--- config.mk ---
export PLATFORM = sky130hd
export DESIGN_NAME = bc_io_intr_unit
export DESIGN_NICKNAME = d
export VERILOG_FILES = /design/src/rtl/bc_pkg.sv /design/src/rtl/bc_io_channel.sv /design/src/rtl/bc_io_intr_unit.sv
export SDC_FILE = /design/constraint.sdc
export NUM_CORES = 1
export LEC_CHECK = 0
export CORE_MARGIN = 10
export CORE_UTILIZATION = 46
export CTS_BUF_LIST = sky130_fd_sc_hd__clkbuf_8
export CTS_CLUSTER_DIAMETER = 120
export DETAILED_ROUTE_END_ITERATION = 6
export GPL_TIMING_DRIVEN = 1
export PLACE_DENSITY_LB_ADDON = 0.2
export SYNTH_ARGS = -nofsm -noshare
export SYNTH_HDL_FRONTEND = slang
export SYNTH_HIERARCHICAL = 1
export SYNTH_SLANG_ARGS = --single-unit
--- constraint.sdc ---
create_clock -name clk -period 2.4 [get_ports clk]
set_clock_uncertainty 0.2 [all_clocks]
set_input_delay 0.24 -clock clk [delete_from_list [all_inputs] [get_ports clk]]
set_output_delay 0.24 -clock clk [all_outputs]
set_load 0.02 [all_outputs]
--- src/rtl/bc_pkg.sv ---
// Shared constants and helpers for the Basic Computer I/O and interrupt unit.
// Holds default widths, the default vector base and the channel priority encoder.
package bc_pkg;

    localparam int BC_ADDR_W = 12;
    localparam int BC_WORD_W = 16;
    localparam int BC_IO_W   = 8;
    localparam int BC_MAX_CH = 8;
    localparam int BC_IDX_W  = 3;

    localparam logic [BC_ADDR_W-1:0] BC_VEC_BASE = 12'h001;

    typedef struct packed {
        logic [BC_IDX_W-1:0] idx;
        logic                vld;
    } bc_prio_t;

    // Lowest set bit wins; vld reports whether any bit was set.
    function automatic bc_prio_t bc_prio_enc(input logic [BC_MAX_CH-1:0] req);
        bc_prio_t res;
        res.idx = '0;
        res.vld = 1'b0;
        for (int i = BC_MAX_CH - 1; i >= 0; i--) begin
            if (req[i]) begin
                res.idx = BC_IDX_W'(i);
                res.vld = 1'b1;
            end
        end
        return res;
    endfunction

endpackage

--- src/rtl/bc_io_channel.sv ---
// One I/O channel: INPR/OUTR registers, FGI/FGO flags and device handshakes.
// A held input byte is never overwritten until INP has cleared FGI.
module bc_io_channel
    import bc_pkg::*;
#(
    parameter int DATA_W = BC_IO_W
) (
    input  logic              clk,
    input  logic              rst_n,
    input  logic              in_valid_i,
    input  logic [DATA_W-1:0] in_data_i,
    output logic              in_ready_o,
    input  logic              inp_clr_i,
    input  logic              out_ld_i,
    input  logic [DATA_W-1:0] ac_low_i,
    output logic              out_valid_o,
    output logic [DATA_W-1:0] out_data_o,
    input  logic              out_ready_i,
    output logic [DATA_W-1:0] inpr_o,
    output logic              fgi_o,
    output logic              fgo_o
);

    logic [DATA_W-1:0] inpr_q, inpr_d;
    logic [DATA_W-1:0] outr_q, outr_d;
    logic              fgi_q, fgi_d;
    logic              fgo_q, fgo_d;
    logic              ov_q, ov_d;

    // Next-state for both directions of the channel.
    always_comb begin
        inpr_d = inpr_q;
        outr_d = outr_q;
        fgi_d  = fgi_q;
        fgo_d  = fgo_q;
        ov_d   = ov_q;
        if (in_valid_i && !fgi_q) begin
            inpr_d = in_data_i;
            fgi_d  = 1'b1;
        end else if (inp_clr_i) begin
            fgi_d = 1'b0;
        end
        if (out_ld_i && fgo_q) begin
            outr_d = ac_low_i;
            fgo_d  = 1'b0;
            ov_d   = 1'b1;
        end else if (ov_q && out_ready_i) begin
            ov_d  = 1'b0;
            fgo_d = 1'b1;
        end
    end

    // Channel state registers; FGO idles high so the device looks ready.
    always_ff @(posedge clk or negedge rst_n) begin
        if (!rst_n) begin
            inpr_q <= '0;
            outr_q <= '0;
            fgi_q  <= 1'b0;
            fgo_q  <= 1'b1;
            ov_q   <= 1'b0;
        end else begin
            inpr_q <= inpr_d;
            outr_q <= outr_d;
            fgi_q  <= fgi_d;
            fgo_q  <= fgo_d;
            ov_q   <= ov_d;
        end
    end

    assign in_ready_o  = ~fgi_q;
    assign out_valid_o = ov_q;
    assign out_data_o  = outr_q;
    assign inpr_o      = inpr_q;
    assign fgi_o       = fgi_q;
    assign fgo_o       = fgo_q;

endmodule

--- src/rtl/bc_io_intr_unit.sv ---
// Multi-channel I/O and interrupt unit: IEN, R flag and vectored return address.
// Optional interrupt mask register enabled by defining BC_IO_IMSK_EN.
module bc_io_intr_unit
    import bc_pkg::*;
#(
    parameter int                NUM_CH   = 2,
    parameter int                DATA_W   = BC_IO_W,
    parameter int                ADDR_W   = BC_ADDR_W,
    parameter logic [ADDR_W-1:0] VEC_BASE = ADDR_W'(BC_VEC_BASE),
    localparam int               SEL_W    = (NUM_CH > 1) ? $clog2(NUM_CH) : 1
) (
    input  logic                     clk,
    input  logic                     rst_n,
    input  logic [NUM_CH-1:0]        dev_in_valid,
    input  logic [NUM_CH*DATA_W-1:0] dev_in_data,
    output logic [NUM_CH-1:0]        dev_in_ready,
    output logic [NUM_CH-1:0]        dev_out_valid,
    output logic [NUM_CH*DATA_W-1:0] dev_out_data,
    input  logic [NUM_CH-1:0]        dev_out_ready,
    input  logic [SEL_W-1:0]         ch_sel,
    input  logic                     inp_stb,
    input  logic                     out_stb,
    input  logic [DATA_W-1:0]        ac_low,
    output logic [DATA_W-1:0]        inpr_data,
    output logic                     ski,
    output logic                     sko,
    input  logic                     ion_stb,
    input  logic                     iof_stb,
    input  logic                     fetch_idle,
    input  logic                     int_ack,
    output logic                     ien,
    output logic                     r_flag,
    output logic [ADDR_W-1:0]        int_vec,
    output logic [NUM_CH-1:0]        fgi,
    output logic [NUM_CH-1:0]        fgo
`ifdef BC_IO_IMSK_EN
    ,
    input  logic                     msk_we,
    input  logic [2*NUM_CH-1:0]      msk_data
`endif
);

    logic                    sel_ok;
    logic [NUM_CH-1:0]       inp_clr;
    logic [NUM_CH-1:0]       out_ld;
    logic [DATA_W-1:0]       inpr_arr [NUM_CH];
    logic [NUM_CH-1:0]       req;
    logic [BC_MAX_CH-1:0]    req_ext;
    bc_prio_t                prio;
    logic                    pend;
    logic [ADDR_W-1:0]       vec_calc;
    logic                    ien_q, ien_d;
    logic                    r_q, r_d;
    logic [ADDR_W-1:0]       vec_q, vec_d;

    assign sel_ok = (int'(ch_sel) < NUM_CH);

    // Per-channel strobe decode and readback muxes; bad selects read zero.
    always_comb begin
        inp_clr   = '0;
        out_ld    = '0;
        inpr_data = '0;
        ski       = 1'b0;
        sko       = 1'b0;
        for (int k = 0; k < NUM_CH; k++) begin
            if (sel_ok && (ch_sel == SEL_W'(k))) begin
                inp_clr[k] = inp_stb;
                out_ld[k]  = out_stb;
                inpr_data  = inpr_arr[k];
                ski        = fgi[k];
                sko        = fgo[k];
            end
        end
    end

    for (genvar k = 0; k < NUM_CH; k++) begin : g_ch
        bc_io_channel #(
            .DATA_W (DATA_W)
        ) u_ch (
            .clk         (clk),
            .rst_n       (rst_n),
            .in_valid_i  (dev_in_valid[k]),
            .in_data_i   (dev_in_data[k*DATA_W +: DATA_W]),
            .in_ready_o  (dev_in_ready[k]),
            .inp_clr_i   (inp_clr[k]),
            .out_ld_i    (out_ld[k]),
            .ac_low_i    (ac_low),
            .out_valid_o (dev_out_valid[k]),
            .out_data_o  (dev_out_data[k*DATA_W +: DATA_W]),
            .out_ready_i (dev_out_ready[k]),
            .inpr_o      (inpr_arr[k]),
            .fgi_o       (fgi[k]),
            .fgo_o       (fgo[k])
        );
    end

`ifdef BC_IO_IMSK_EN
    logic [2*NUM_CH-1:0] imsk_q, imsk_d;

    // Mask register load; a 1 bit lets the matching flag request.
    always_comb begin
        imsk_d = msk_we ? msk_data : imsk_q;
    end

    // Mask register starts fully enabled.
    always_ff @(posedge clk or negedge rst_n) begin
        if (!rst_n) begin
            imsk_q <= '1;
        end else begin
            imsk_q <= imsk_d;
        end
    end

    assign req = (fgi & imsk_q[NUM_CH-1:0])
               | (fgo & imsk_q[2*NUM_CH-1:NUM_CH]);
`else
    assign req = fgi | fgo;
`endif

    // Pending reduction and vector for the lowest pending channel.
    always_comb begin
        req_ext             = '0;
        req_ext[NUM_CH-1:0] = req;
        prio                = bc_prio_enc(req_ext);
        pend                = prio.vld;
        vec_calc            = VEC_BASE + ADDR_W'({prio.idx, 1'b0});
    end

    // IEN, R and vector next-state; int_ack overrides everything.
    always_comb begin
        ien_d = ien_q;
        r_d   = r_q;
        vec_d = vec_q;
        if (int_ack) begin
            ien_d = 1'b0;
            r_d   = 1'b0;
        end else begin
            if (iof_stb) begin
                ien_d = 1'b0;
            end else if (ion_stb) begin
                ien_d = 1'b1;
            end
            if (ien_q && fetch_idle && pend && !r_q) begin
                r_d   = 1'b1;
                vec_d = vec_calc;
            end
        end
    end

    // Interrupt control registers; the vector is captured only as R rises.
    always_ff @(posedge clk or negedge rst_n) begin
        if (!rst_n) begin
            ien_q <= 1'b0;
            r_q   <= 1'b0;
            vec_q <= '0;
        end else begin
            ien_q <= ien_d;
            r_q   <= r_d;
            vec_q <= vec_d;
        end
    end

    assign ien     = ien_q;
    assign r_flag  = r_q;
    assign int_vec = vec_q;

endmodule

; Word-level counts from Yosys, hierarchy flattened
; Index checks and enable logic that the tools add are counted.
[totals]
mem_count = 0
latchBits = 0
rom_bits = 0
ff_bits = 52
ramBits = 0
word_cells = 63
[op_classes]
n_eq_ne = 0
n_reduce_logical = 19
div_mod_pow = 0
bitwise_logic = 4
muxes = 26
addsub = 1
n_mul = 0
magnitude_cmp = 0
shifts = 0
[op_table]
columns = cell, n
row1 = 1-bit 2-to-1 mux, 23
row2 = 2-bit nonzero test, 5
row3 = 1-bit logical AND, 9
row4 = 8-bit 2-to-1 mux, 1
row5 = 1-bit by 4-bit adder with 5-bit output (first input constant), 1
row6 = 4-bit 2-to-1 mux, 1
row7 = 1-bit zero test, 3
row8 = 1-bit inverter, 3
row9 = 3-bit nonzero test, 1
row10 = 2-bit 2-to-1 mux, 1
row11 = 2-bit bitwise OR, 1
row12 = 2-bit AND reduction, 1

; Longest topological paths before layout
[depth]
ltp_word = 7
mapped_depth = 4
mapped_depth_nobuf = 3

; Hierarchy
; The synthesis kept the hierarchy.
[by_module_without_submodules]
columns = module, instances, seq_area_each_um2, area_per_inst_um2, cells_per_inst
row1 = bc_io_channel, 2, 476.7, 744.5, 44
row2 = bc_io_intr_unit, 1, 100.1, 394.1, 41

; Worst setup path after synthesis
; Ideal clock, no wire load.
[synth_path]
path_type = register to register
start = reg g_ch[0].u_ch.fgi_q
end = reg g_ch[0].u_ch.inpr_q[0]
period_less_slack_ps = 1424
required_time_ps = 2075
arrival_ps = 1098
stages_incl_launch_ff = 4
setup_slack_ps = 976
cell_sequence = dfrtp_1 -> nor2b_1 -> buf_6 -> mux2_4
[synth_between]
elab_chain_len = 2
[synth_rtl]
columns = element, line
row1 = start: declaration, bc_io_channel.sv:26  ; logic fgi_q, fgi_d;
row2 = start signal: assignment, bc_io_channel.sv:64  ; fgi_q <= fgi_d;
row3 = 1-bit zero test, bc_io_channel.sv:37  ; if (in_valid_i && !fgi_q) begin
row4 = 1-bit logical AND, bc_io_channel.sv:37
row5 = end signal: assignment, bc_io_channel.sv:62  ; inpr_q <= inpr_d;
row6 = end: declaration, bc_io_channel.sv:24  ; logic [DATA_W-1:0] inpr_q, inpr_d;
; Every way passes these cells.
; A chain may end at the register's enable or synchronous reset.

; Worst setup path in the final report
[layout_path]
start = in ch_sel
end = out inpr_data[1]
[layout_between]
elab_chain_len = 1
[layout_rtl]
columns = element, line
row1 = start: declaration, bc_io_intr_unit.sv:20  ; input logic [SEL_W-1:0] ch_sel,
row2 = 8-bit 2-to-1 mux, bc_io_intr_unit.sv:66  ; if (sel_ok && (ch_sel == SEL_W'(k))) begin
row3 = end: declaration, bc_io_intr_unit.sv:24  ; output logic [DATA_W-1:0] inpr_data,
; Every way passes these cells.

==> impl_metrics.yaml <==
power:
  sw_frac_of_total_pct: 33.3
  internal_power_mw: 1.93
  p_leak_nw: 1.20
  comb_power_share_pct: 46.6
  peakVddDrop_mv: 0.637
  clockPowerShare_pct: 14.2
  p_switching_uw: 967
  finalPower_mw: 2.90
  cellPowerDensity_nw_per_um2: 1060
  p_seq_share_pct: 39.3
clock_network:
  clk_pin_slew_worst_paths_ns: 0.08
  post-cts-setup-buffers: 0
  numCtsBuffers: 5
  clockBufferDepth: 2
  clock_latency_ns: 0.29
  cts_tree: "yes"
  cts_root_buffer: "clkbuf_8"
  htree_num_levels: 2
  cts.sink_count: 42
layout:
  final_cells: 261
  fillers: 296
  final_util_pct: 68.9
  synthToLayoutAreaGrowth_pct: 45.2
  num_antenna_cells: 0
  nNetsFinal: 247
  drive_above_1_share_pct: 21.8
placement:
  pre_cts_slack_ns: 0.142
  io_buffers: 74
  gp_congestion: 0.795
  placedCellCount: 252
  dp_hpwl_mm: 3.68
sta:
  finalCriticalPeriod_ns: 2.26
  fin_crit_sh_pct: 94.2
  maxSlewHeadroom_pct: 40.4
  final.setup.worst_slack_ns: 0.139
  finalSetupViolCount: 0
  setup_tns_ns: 0
  finalHoldViolations: 0
  max_freq_mhz: 442
  maxSlewViolCount: 0
  rsz0062_at_grt: "no"
  tightestPinTransition_ns: 0.894
status:
  status: "finished, final reports clean"
die:
  die_h_um: 84.0
  core_sq_um: 3970
  die-area_sq_um: 7050
  ios: 85
  initial_core_util_pct: 47.4
  num_rows: 23
  die_w_um: 84.0
job:
  cap_violations: 0
synthesis:
  synth.distinct_cells: 24
  syn_inst: 129
  ys_ff_latch: 42
  syn_area_sq_um: 1880
  syn-mean-instance-area_sq_um: 14.6
  yosysSeqAreaShare_pct: 55.9
  yosysWarnings: 6
grt:
  grt_pass1_vias: 1425
  grt_max_degree: 43
  grt_util_all_layers_pct: 13.5
  grt_overflow_total: 0
  antenna_found_initial: 0
  grt_pass1_wl_mm: 7.68
setup_path:
  criticalPathCategory: "in -> out"
  start_kind: "primary input"
  critPathCaptureType: "output pin"
  critPathArrivalTime_ns: 1.82
  crit_required_ns: 1.96
  cp_max_fo: 14
drt:
  drc: 0
  via_per_inst: 4.79
  drt_iter0_drc: 28
  drt-wirelength-per-cell_um: 17.7
  route.vias.total: 1249
  wl_mm: 4.62
  ant_nets: 0
  dr.pass1.iters: 4
worst_hold_path:
  worst_hold_path_type: "reg -> reg"
## cells in the mapped netlist (all sizes together)
cell    count  area (sq um)
nor3        1          5.00
nor4        2          18.8
mux2i       2          20.0
and2        2          12.5
inv         4          15.0
o22a        1          8.76
o21bai      2          15.0
nor2        3          11.3
o21ai       2          10.0
mux2       42           533
or3         1          6.26
o21ba       1          10.0
or2         1          6.26
dfrtp      40          1000
buf        13           105
conb        1          3.75
dfstp       2          52.6
nor2b       4          25.0
nand2       5          23.8
## per-stage QoR
stage	cell area [sq um]	hold slack [ns]
CTS	2740	0.276
detailed placement	2650	0.220
finish	2740	0.275
global route	2740	0.281
floorplan	1920	-0.256
global placement	2650	0.211
## metal layers
metal	routed length [um]	track usage, %	share of wire [%]
met1	1740	14.3	38
met3	526	7.62	11
met5	0	0	0
met4	70	4.26	1.5
met2	2280	22.4	49
## what timing repair did
item	in CTS	in global routing
hold buffers	1	0
hold endpoints to repair	40	0
resized for setup	0	0
## area by class of cell
class | instances | area, sq um | area share (%)
Inverter | 4 | 15.0 | 0.549
Sequential cell | 42 | 1050 | 38.5
Timing Repair Buffer | 78 | 781 | 28.5
Multi-Input combinational cell | 79 | 743 | 27.2
Clock inverter | 3 | 11.3 | 0.412
Clock buffer | 5 | 68.8 | 2.52
Tap cell | 50 | 62.6 | 2.29
## kinds of logic (layout without fill, tap and decap cells)
kind of cell	Yosys count	after routing	share of synthesized area, %
AO/OA/AOI/OAI	6	6	2.33
flip-flops	42	42	55.9
buffers and inverters	17	90	6.38
other	1	10	0.199
multiplexers	44	44	29.4
AND/OR/NAND/NOR	19	19	5.78
## final timing paths
path | slack (ns) | cells past startpoint | startpoint | end
setup / recovery | 0.14 | 4 | ch_sel | inpr_data[1]
hold / removal | 0.27 | 1 | int_vec[0] | int_vec[0]
setup reg to reg | 0.70 | 3 | g_ch[1].u_ch/fgi_o | g_ch[1].u_ch/inpr_o[3]
hold reg to reg | 0.27 | 1 | int_vec[0] | int_vec[0]
max in group asynchronous | 1.03 | 2 | rst_n | ien
min in group asynchronous | 0.41 | 2 | rst_n | g_ch[1].u_ch/inpr_o[6]
## worst max-delay path: stages
cell and delay, ns:
clkdlybuf4s50_1 0.51, buf_12 0.16, mux2_1 0.34, clkdlybuf4s50_1 0.57
## placed cells by master, fill, tap and decap left out
cell             count
clkdlybuf4s50_1     73
dfrtp_1             40
mux2_2              16
mux2_4              16
mux2_1              10
conb_1              10
inv_1                7
clkbuf_8             5
nor2b_1              4
nor2_1               3
nand2_1              3
and2_1               2
nand2_2              2
o21bai_1             2
mux2i_1              2
o21ai_0              2
dfstp_2              2
buf_4                2
or3_1                1
nor4_2               1
nor4_1               1
o22a_1               1
o21ba_1              1
or2_1                1
nor3_1               1
dlygate4sd3_1        1
buf_2                1
buf_12               1
## power by group through the flow
stage / logic, mW / registers [mW] / clock network [mW]
global placement: 1.35 / 1.14 / 0
floorplan: 0.529 / 1.33 / 0
CTS: 1.38 / 1.14 / 0.429
detailed placement: 1.37 / 1.15 / 0
finish: 1.35 / 1.14 / 0.411
global route: 1.44 / 1.18 / 0.470
## flip-flops by register name, indices dropped and copies added, names as in the netlist
name and count:
g_ch.u_ch/fgi_o 2, g_ch.u_ch/fgo_o 2, g_ch.u_ch/inpr_o 16, g_ch.u_ch/out_data_o 16, g_ch.u_ch/out_valid_o 2, ien 1, int_vec 2, r_flag 1
(Power assumes the default switching activity.)
